===== config.mk =====
export PLATFORM = sky130hd
export DESIGN_NAME = lcd_fb_writer_flat
export DESIGN_NICKNAME = d
export VERILOG_FILES = /design/src/rtl/lcd_fb_writer_if.sv /design/src/rtl/lcd_fb_writer.sv /design/src/flat_wrapper.sv
export SDC_FILE = /design/constraint.sdc
export NUM_CORES = 1
export LEC_CHECK = 0
export CAP_MARGIN = 15
export CORE_AREA = 2 2 91 93
export DETAILED_ROUTE_END_ITERATION = 12
export DIE_AREA = 0 0 93 95
export GPL_ROUTABILITY_DRIVEN = 0
export PLACE_DENSITY = 0.58
export SYNTH_ARGS = -nofsm -noshare
export SYNTH_HDL_FRONTEND = slang
export SYNTH_SLANG_ARGS = --single-unit

===== constraint.sdc =====
create_clock -name clk -period 2.47 [get_ports clk]
set_input_delay 0.247 -clock clk [delete_from_list [all_inputs] [get_ports clk]]
set_output_delay 0.247 -clock clk [all_outputs]
set_load 0.01 [all_outputs]

===== src/rtl/lcd_fb_writer_if.sv =====
// PPU pixel stream into the framebuffer writer, plus its framebuffer write
// port and frame status back out.
interface lcd_fb_writer_if;
    logic        lcd_pixel;
    logic [1:0]  lcd_color;
    logic        lcd_hsync;
    logic        lcd_vsync;
    logic [7:0]  bgp;
    logic [13:0] fb_addr;
    logic [7:0]  fb_data;
    logic        fb_we;
    logic        frame_ready;
    logic        display_bank;
    logic        line_err;

    // PPU / scan-out side: drives the pixel stream, consumes writes and status
    modport master (
        output lcd_pixel, lcd_color, lcd_hsync, lcd_vsync, bgp,
        input  fb_addr, fb_data, fb_we, frame_ready, display_bank, line_err
    );

    // Framebuffer writer side
    modport slave (
        input  lcd_pixel, lcd_color, lcd_hsync, lcd_vsync, bgp,
        output fb_addr, fb_data, fb_we, frame_ready, display_bank, line_err
    );
endinterface


===== src/rtl/lcd_fb_writer.sv =====
// Captures the PPU pixel stream, maps colour indices through BGP, packs four
// shades per byte and writes them into a double-buffered framebuffer. A bank
// is only handed to scan-out once a full, well-formed frame has landed in it.
module lcd_fb_writer #(
    parameter int H_PIX          = 160,
    parameter int V_LINES        = 144,
    parameter int BYTES_PER_LINE = H_PIX / 4
) (
    input  logic           clk,
    input  logic           rst,
    lcd_fb_writer_if.slave bus
);
    localparam int XW = $clog2(H_PIX + 1);
    localparam int YW = $clog2(V_LINES + 2);
    localparam int OW = 13;

    localparam logic [XW-1:0] X_END  = XW'(H_PIX);
    localparam logic [YW-1:0] Y_END  = YW'(V_LINES);
    localparam logic [OW-1:0] STRIDE = OW'(BYTES_PER_LINE);

    typedef enum logic [1:0] {S_SYNC, S_ACTIVE, S_HBLANK, S_VBLANK} state_t;

    state_t        state;
    state_t        state_next;

    logic          hsync_q;
    logic          vsync_q;
    logic          vsync_seen;
    logic [XW-1:0] x;
    logic [YW-1:0] y;
    logic [OW-1:0] line_base;
    logic          frame_bad;
    logic          line_ovf;
    logic          wr_bank;
    logic [5:0]    pack;

    logic          hs_rise;
    logic          hs_fall;
    logic          vs_rise;
    logic          vs_fall;
    logic [1:0]    shade;
    logic          accept;
    logic          line_end;
    logic          frame_end;
    logic          frame_start;
    logic          pix_keep;
    logic          byte_done;
    logic          line_bad;
    logic [YW-1:0] y_after;
    logic          frame_ok;

    assign hs_rise = bus.lcd_hsync & ~hsync_q;
    assign hs_fall = ~bus.lcd_hsync & hsync_q;
    assign vs_rise = bus.lcd_vsync & ~vsync_q;
    assign vs_fall = ~bus.lcd_vsync & vsync_q;

    // Palette lookup uses the bgp value present in the accept cycle.
    assign shade = bus.bgp[{bus.lcd_color, 1'b0} +: 2];

    // Pixels beyond the end of the line are dropped; only the 4th pixel of a
    // group completes a byte, so partial bytes at a short line never write.
    assign pix_keep  = accept && (x != X_END);
    assign byte_done = pix_keep && (x[1:0] == 2'd3);
    assign line_bad  = line_end && ((x != X_END) || line_ovf);

    // On a simultaneous hsync/vsync rise the line check lands first, so the
    // frame check sees the incremented line count and that line's verdict.
    assign y_after  = line_end ? y + 1'b1 : y;
    assign frame_ok = (y_after == Y_END) && !frame_bad && !line_bad;

    // Previous sync levels for edge detection; vsync_seen blocks a low vsync
    // at reset release from reading as a fall and starting capture mid-frame.
    always_ff @(posedge clk) begin
        // NOTE: non-blocking assignments keep every register sampling the
        // pre-edge values, so process order can never change the result.
        if (rst) begin
            hsync_q    <= 1'b1;
            vsync_q    <= 1'b1;
            vsync_seen <= 1'b0;
        end else begin
            hsync_q    <= bus.lcd_hsync;
            vsync_q    <= bus.lcd_vsync;
            vsync_seen <= vsync_seen | bus.lcd_vsync;
        end
    end

    // State register.
    always_ff @(posedge clk) begin
        if (rst) state <= S_SYNC;
        else     state <= state_next;
    end

    // Next-state logic; vsync events outrank hsync events.
    always_comb begin
        // NOTE: default assignment first, so no path leaves state_next
        // unassigned and no latch is inferred.
        state_next = state;
        case (state)
            S_SYNC:   if (vs_fall && vsync_seen) state_next = S_ACTIVE;
            S_ACTIVE: if (vs_rise)               state_next = S_VBLANK;
                      else if (hs_rise)          state_next = S_HBLANK;
            S_HBLANK: if (vs_rise)               state_next = S_VBLANK;
                      else if (hs_fall)          state_next = S_ACTIVE;
            S_VBLANK: if (vs_fall)               state_next = S_ACTIVE;
            default:                             state_next = S_SYNC;
        endcase
    end

    // Per-state decode of the events that move the datapath.
    always_comb begin
        accept      = (state == S_ACTIVE) && bus.lcd_pixel &&
                      !bus.lcd_hsync && !bus.lcd_vsync;
        line_end    = (state == S_ACTIVE) && hs_rise;
        frame_end   = ((state == S_ACTIVE) || (state == S_HBLANK)) && vs_rise;
        frame_start = ((state == S_SYNC) && vs_fall && vsync_seen) ||
                      ((state == S_VBLANK) && vs_fall);
    end

    // Line/frame counters, shade packing, bank swap and the write port.
    always_ff @(posedge clk) begin
        if (rst) begin
            x                <= '0;
            y                <= '0;
            line_base        <= '0;
            frame_bad        <= 1'b0;
            line_ovf         <= 1'b0;
            wr_bank          <= 1'b1;
            pack             <= '0;
            bus.fb_we        <= 1'b0;
            bus.fb_addr      <= '0;
            bus.fb_data      <= '0;
            bus.frame_ready  <= 1'b0;
            bus.line_err     <= 1'b0;
            bus.display_bank <= 1'b0;
        end else begin
            bus.fb_we       <= byte_done;
            bus.line_err    <= line_bad;
            bus.frame_ready <= frame_end && frame_ok;

            if (byte_done) begin
                bus.fb_data <= {pack, shade};
                bus.fb_addr <= {wr_bank, line_base + OW'(x[XW-1:2])};
            end

            if (accept) begin
                if (pix_keep) begin
                    x    <= x + 1'b1;
                    pack <= {pack[3:0], shade};
                end else begin
                    frame_bad <= 1'b1;
                    line_ovf  <= 1'b1;
                end
            end

            if (line_end) begin
                x         <= '0;
                y         <= y + 1'b1;
                line_base <= line_base + STRIDE;
                line_ovf  <= 1'b0;
                if (line_bad) frame_bad <= 1'b1;
            end

            if (frame_end && frame_ok) begin
                bus.display_bank <= wr_bank;
                wr_bank          <= ~wr_bank;
            end

            if (frame_start) begin
                x         <= '0;
                y         <= '0;
                line_base <= '0;
                frame_bad <= 1'b0;
                line_ovf  <= 1'b0;
            end
        end
    end
endmodule

===== src/flat_wrapper.sv =====
// flat-port wrapper written by rule: the top's interface ports become plain ports
module lcd_fb_writer_flat 
#(
    parameter int H_PIX          = 160,
    parameter int V_LINES        = 144,
    parameter int BYTES_PER_LINE = H_PIX / 4
)
  (clk, rst, bus_lcd_pixel, bus_lcd_color, bus_lcd_hsync, bus_lcd_vsync, bus_bgp, bus_fb_addr, bus_fb_data, bus_fb_we, bus_frame_ready, bus_display_bank, bus_line_err);
  lcd_fb_writer_if bus_i ();
  input  logic clk;
  input  logic rst;
  input wire logic [$bits(bus_i.lcd_pixel)-1:0] bus_lcd_pixel;
  input wire logic [$bits(bus_i.lcd_color)-1:0] bus_lcd_color;
  input wire logic [$bits(bus_i.lcd_hsync)-1:0] bus_lcd_hsync;
  input wire logic [$bits(bus_i.lcd_vsync)-1:0] bus_lcd_vsync;
  input wire logic [$bits(bus_i.bgp)-1:0] bus_bgp;
  output wire logic [$bits(bus_i.fb_addr)-1:0] bus_fb_addr;
  output wire logic [$bits(bus_i.fb_data)-1:0] bus_fb_data;
  output wire logic [$bits(bus_i.fb_we)-1:0] bus_fb_we;
  output wire logic [$bits(bus_i.frame_ready)-1:0] bus_frame_ready;
  output wire logic [$bits(bus_i.display_bank)-1:0] bus_display_bank;
  output wire logic [$bits(bus_i.line_err)-1:0] bus_line_err;
  assign bus_i.lcd_pixel = bus_lcd_pixel;
  assign bus_i.lcd_color = bus_lcd_color;
  assign bus_i.lcd_hsync = bus_lcd_hsync;
  assign bus_i.lcd_vsync = bus_lcd_vsync;
  assign bus_i.bgp = bus_bgp;
  assign bus_fb_addr = bus_i.fb_addr;
  assign bus_fb_data = bus_i.fb_data;
  assign bus_fb_we = bus_i.fb_we;
  assign bus_frame_ready = bus_i.frame_ready;
  assign bus_display_bank = bus_i.display_bank;
  assign bus_line_err = bus_i.line_err;
  lcd_fb_writer #(.H_PIX(H_PIX), .V_LINES(V_LINES), .BYTES_PER_LINE(BYTES_PER_LINE)) u_core (.clk(clk), .rst(rst), .bus(bus_i));
endmodule

* Word level (Yosys, flattened, before mapping) *
Cells that the tools add are included.

storage, ports and cells
  register bits = 69
  input port bits = 15
  output and inout bits = 26
  logic and storage cells = 83

cells by class
  $add $sub $neg = 4
  equality and inequality tests = 10
  shift-type cells = 1
  muxes and demuxes = 12
  bitwise gates (word level) = 11
  reduce and logical (&&, ||, !) cells = 28

operators with widths
  operator                                                number
  adder 8 x 1 -> 8 bit (second input constant)            2
  logical AND 1 bit                                       15
  adder 13 x 6 -> 13 bit                                  1
  adder 13 x 6 -> 13 bit (second input constant)          1
  2-to-1 mux 2 bit                                        6
  == test 8 bit (second input constant)                   1
  2-to-1 mux 8 bit                                        1
  inequality test 8 bit (second input constant)           1
  one-hot mux 2 bit (4 select lines)                      1
  variable part select 8 x 4 -> 2 bit                     1
  == test 2 bit (second input constant)                   3
  inequality test 3 x 1 -> 1 bit (second input constant)  2
  NOT 1 bit                                               6
  bitwise AND 1 bit                                       4
  logical NOT 1 bit                                       4
  2-to-1 mux 1 bit                                        4
  inequality test 2 x 1 -> 1 bit (second input constant)  2
  AND reduction 2 bit                                     2
  AND reduction 4 bit                                     1
  logical OR 1 bit                                        3
  OR reduction 3 bit                                      1
  == test 2 x 1 -> 1 bit (second input constant)          1
  logical NOT 2 bit                                       1
  OR reduction 2 bit                                      1
  OR 1 bit                                                1

* Logic depth before layout (Yosys ltp) *
  depth in word-level cells = 9
  mapped depth = 9
  mapped depth without buffers = 7

* Least setup slack after synthesis *
OpenSTA, ideal clock, no wires.

  path type = register to register
  start = register u_core.state[1]
  end = register u_core.bus.display_bank
  library setup time = 0.116 ns
  arrival = 1.746 ns
  required time = 2.354 ns
  path slack = 0.608 ns
  stages on the path, launching flop included = 9
  path buffers = 1
  clock period less this slack = 1.862 ns
  cells stage by stage = dfxtp_1 -> inv_1 -> ha_1 -> nand3b_1 -> buf_2 -> mux2_1 -> nand4_1 -> and4b_1 -> a31o_1

between the ends
  cells in the longest elaborated chain, start to end = 7
  elaborated cells on any way between the ends = 12
  those cells by class = eq/ne (3); mux (1); reduce/logical (8)

ends and longest elaborated chain
  element                         line                                        RTL
  start, declared                 lcd_fb_writer.sv:23                         state_t state;
  start signal, assigned          lcd_fb_writer.sv:90                         else state <= state_next;
  == test 2 x 1 -> 1 bit          lcd_fb_writer.sv:113, lcd_fb_writer.sv:114
  logical AND 1 bit               lcd_fb_writer.sv:113                        line_end = (state == S_ACTIVE) && hs_rise;
  2-to-1 mux 8 bit                lcd_fb_writer.sv:68                         assign y_after = line_end ? y + 1'b1 : y;
  == test 8 bit                   lcd_fb_writer.sv:69                         assign frame_ok = (y_after == Y_END) && !frame_bad && !line_bad;
  logical AND 1 bit (2 in a row)  lcd_fb_writer.sv:69
  logical AND 1 bit (*)           lcd_fb_writer.sv:163                        if (frame_end && frame_ok) begin
  end signal, assigned            lcd_fb_writer.sv:164                        bus.display_bank <= wr_bank;
  end, declared                   lcd_fb_writer_if.sv:25                      output fb_addr, fb_data, fb_we, frame_ready, display_bank, line_err

Every way passes the cells marked *; elsewhere a longest branch is shown, timed or not.
A chain may end at the register's enable or synchronous reset.

* Worst setup path in the final report *
Same ends and word-level chain as after synthesis.

==> impl_results.md <==
* Status: completed
* Detailed Route WL at 6120 µm
* RR Startpoint: u_core.state[1]$_SDFFE_PP0P_
* Clk buf depth at 2
* Die ar. at ~0.0088 mm²
* Total gr overflow at 0
* Yosys reg bits at 66
* Post-CTS Resized at 0
* Mapped Area at 0.00303 mm²
* Max Cap Viol at 0
* Top FF cell, synth: dfxtp_1
* CTS Hold Buffers Added at 0
* DR iter-0 viols at 72
* CTS Sinks at 66
* RSZ-0062 raised after global routing: no
* Critical Path AT at 2360 ps
* Final Hold Viols at 0
* Number of synthesized flops with an enable pin at 0
* Row Count at 33
* Ant. Diodes at 0
* Critical path launch point type: flip-flop
* Final min period at about 2100 ps
* Avg WL per Cell at 12.4 µm
* Post-Syn Area per Cell at 8.85 µm²
* Setup TNS Final at 0 ps
* Net Count, Synth at 369
* Worst hold endpoint: u_core.bus.fb_addr[3]$_SDFFE_PP0P_
* Clock slew at reported path FFs at roughly 80 ps
* Pwr dens at 600 mW/mm²
* Tcrit/Tclk final at a little under nine tenths
* CORE AREA at 0.00793 mm²
* Mapped Cells at 342
* Buffers on Ports at 40
* CTS tree: built
* Leak at 0.00131 µW
* Final setup fails at 0
* Vias in the first global route at 2206
* Clk root buf: clkbuf_8
* H-Tree Depth at 3
* Core Util, Final at 47.0%
* Skew final at 15.0 ps
* Filler cells at 819
* Synth warn at 0
* R2R Setup Slk at 340 ps
* First-pass GRT wire length at a little over 10000 µm
* Share of layout cells above drive strength 1 at 9.02%
* Sequential area share after synthesis at 43.6%
* Asr flop ratio synth at 0%
* Worst-margin pin slew at ~460 ps
* Yosys cell types at 53
* Antenna violations before repair at 0
* DRC viols at 0
* Largest net degree at the start of global routing at 39
* Worst-path maximum fanout at 7
* Worst-Skew Late Latency at 330 ps
* Hold Path Origin: u_core.bus.fb_addr[3]$_SDFFE_PP0P_
* TritonCTS Buffers at 9
* Fmax at 470 MHz
* Cells on worst reg2reg path at 7
* Initial Utilization at 38.2%
* Initial DRT Pass Iterations at 5
* ANT nets after route at 0
* WS Path Type: reg -> reg
* Boundary Pins at between 40 and 50
* Hold path cells at 2
* Vias per cell at 4.88
* Worst r2r dst: u_core.bus.display_bank$_SDFFE_PP0P_
* Hold crit path type: reg -> reg
* Commonest non-fill, non-tap cell in the layout: dfxtp_1
* Max_slew headroom at 69.3%
* Total GRT Usage at 14.9%
* Final slew viol count at 0
* Most frequent cells in the layout: dfxtp_1 (66), nand2_1 (47), nor2_1 (40), clkdlybuf4s50_1 (40), a21oi_1 (34)
* Die height at 95 µm
* Nets at 410
* CP Capture Type: flip-flop
* Die width at between 90 and 100 µm
* Setup Fix Bufs, Post-CTS at 0
* VDD IR max at 0.251 mV
* Vias at 2405
* Worst path required time at 2710 ps
* Area grow syn2layout at 23.0%
* DPL Wire Length at about 4400 µm
[report_power, final]
group	internal, µW	switching (µW)
logic	104	127
clock network	495	405
registers	1080	17.8
total	1680	551
[area by class of cell]
cell class | instances | area [µm²] | share of cell area, %
clock buffers | 12 | 145 | 3.90
clock inverters | 4 | 51.3 | 1.38
inverters | 7 | 26.3 | 0.706
multi-input cells | 252 | 1600 | 42.8
flip-flops and latches | 66 | 1320 | 35.5
well taps | 105 | 131 | 3.53
repair buffers | 47 | 453 | 12.2
[state kept, by name, indices dropped and copies added (netlist names), 2 cells and up]
register / cells
u_core.bus.fb_data: 8
u_core.state: 2
u_core.line_base: 10
u_core.y: 8
u_core.bus.fb_addr: 14
u_core.x: 8
u_core.pack: 6
[cell families (layout without fill, tap and decap cells)]
logic type | Yosys count | count (layout) | share of synthesized area (%)
mux | 10 | 10 | 4.17
fa+ha+maj | 12 | 12 | 5.21
simple gates | 142 | 142 | 23.9
buf+inv | 24 | 70 | 3.68
flops | 66 | 66 | 43.6
compound gates | 68 | 68 | 13.6
xor+xnor | 20 | 20 | 5.78
[worst max-delay path, stage by stage (launching register included)]
cell and delay [ps]:
dfxtp_1 350, inv_1 80, ha_1 270, nand3b_1 240
nor3_2 350, mux2i_1 400, nand3b_4 110, a31o_1 220
[metal layers]
| layer | global-route usage [%] | wire length (µm) | vias to the layer above |
|---|---|---|---|
| met4 | 7.11 | 133 | 0 |
| met5 | 0 | 0 | - |
| met2 | 24.3 | 2850 | 26 |
| li1 | - | - | 1263 |
| met3 | 2.95 | 126 | 12 |
| met1 | 18.9 | 3010 | 1104 |
[how the worst max path moves through the flow]
stage	startpoint	to	slack, ps	cells past startpoint
3_5_place_dp	bus_lcd_hsync	u_core.bus.display_bank$_SDFFE_PP0P_	210	6
4_1_cts	u_core.state[1]$_SDFFE_PP0P_	u_core.bus.display_bank$_SDFFE_PP0P_	330	7
3_3_place_gp	bus_lcd_hsync	u_core.bus.display_bank$_SDFFE_PP0P_	300	6
6_report	u_core.state[1]$_SDFFE_PP0P_	u_core.bus.display_bank$_SDFFE_PP0P_	340	7
2_1_floorplan	u_core.state[1]$_SDFFE_PP0P_	u_core.bus.display_bank$_SDFFE_PP0P_	610	8
5_1_grt	u_core.state[1]$_SDFFE_PP0P_	u_core.bus.display_bank$_SDFFE_PP0P_	150	7
[cells in the mapped netlist (2+ instances only)]
| library cell | number | share of area (%) |
|---|---|---|
| nand3_1 | 7 | 1.2 |
| or2_2 | 3 | 0.62 |
| o21ai_0 | 14 | 2.3 |
| a21o_1 | 3 | 0.74 |
| nor2b_1 | 5 | 1.0 |
| or4_1 | 2 | 0.50 |
| or3_1 | 11 | 2.3 |
| clkbuf_2 | 2 | 0.33 |
| nand2b_1 | 5 | 1.0 |
| buf_2 | 3 | 0.50 |
| mux4_2 | 2 | 1.5 |
| a21oi_1 | 34 | 5.6 |
| nor2_1 | 40 | 5.0 |
| a211oi_1 | 4 | 0.99 |
| buf_4 | 2 | 0.50 |
| dfxtp_1 | 66 | 44 |
| clkbuf_1 | 8 | 0.99 |
| mux2i_1 | 7 | 2.3 |
| inv_1 | 7 | 0.87 |
| xnor2_1 | 10 | 2.9 |
| nand4_1 | 4 | 0.83 |
| nor3b_1 | 3 | 0.74 |
| nand2_1 | 47 | 5.8 |
| a311oi_1 | 5 | 1.4 |
| xor2_1 | 10 | 2.9 |
| ha_1 | 11 | 4.5 |
[per-stage QoR]
step / hold WS [ps] / instance area (µm²) / power [µW] / setup WS, ps / cells
floorplan: 354 / 3030 / 1280 / 608 / 342
global placement: 442 / 3530 / 1350 / 304 / 477
detailed placement: 447 / 3530 / 1350 / 215 / 477
CTS: 458 / 3720 / 2260 / 329 / 493
global route: 476 / 3720 / 2340 / 150 / 493
finish: 453 / 3720 / 2230 / 343 / 493
No activity file was read; power rests on OpenSTA's default activity.
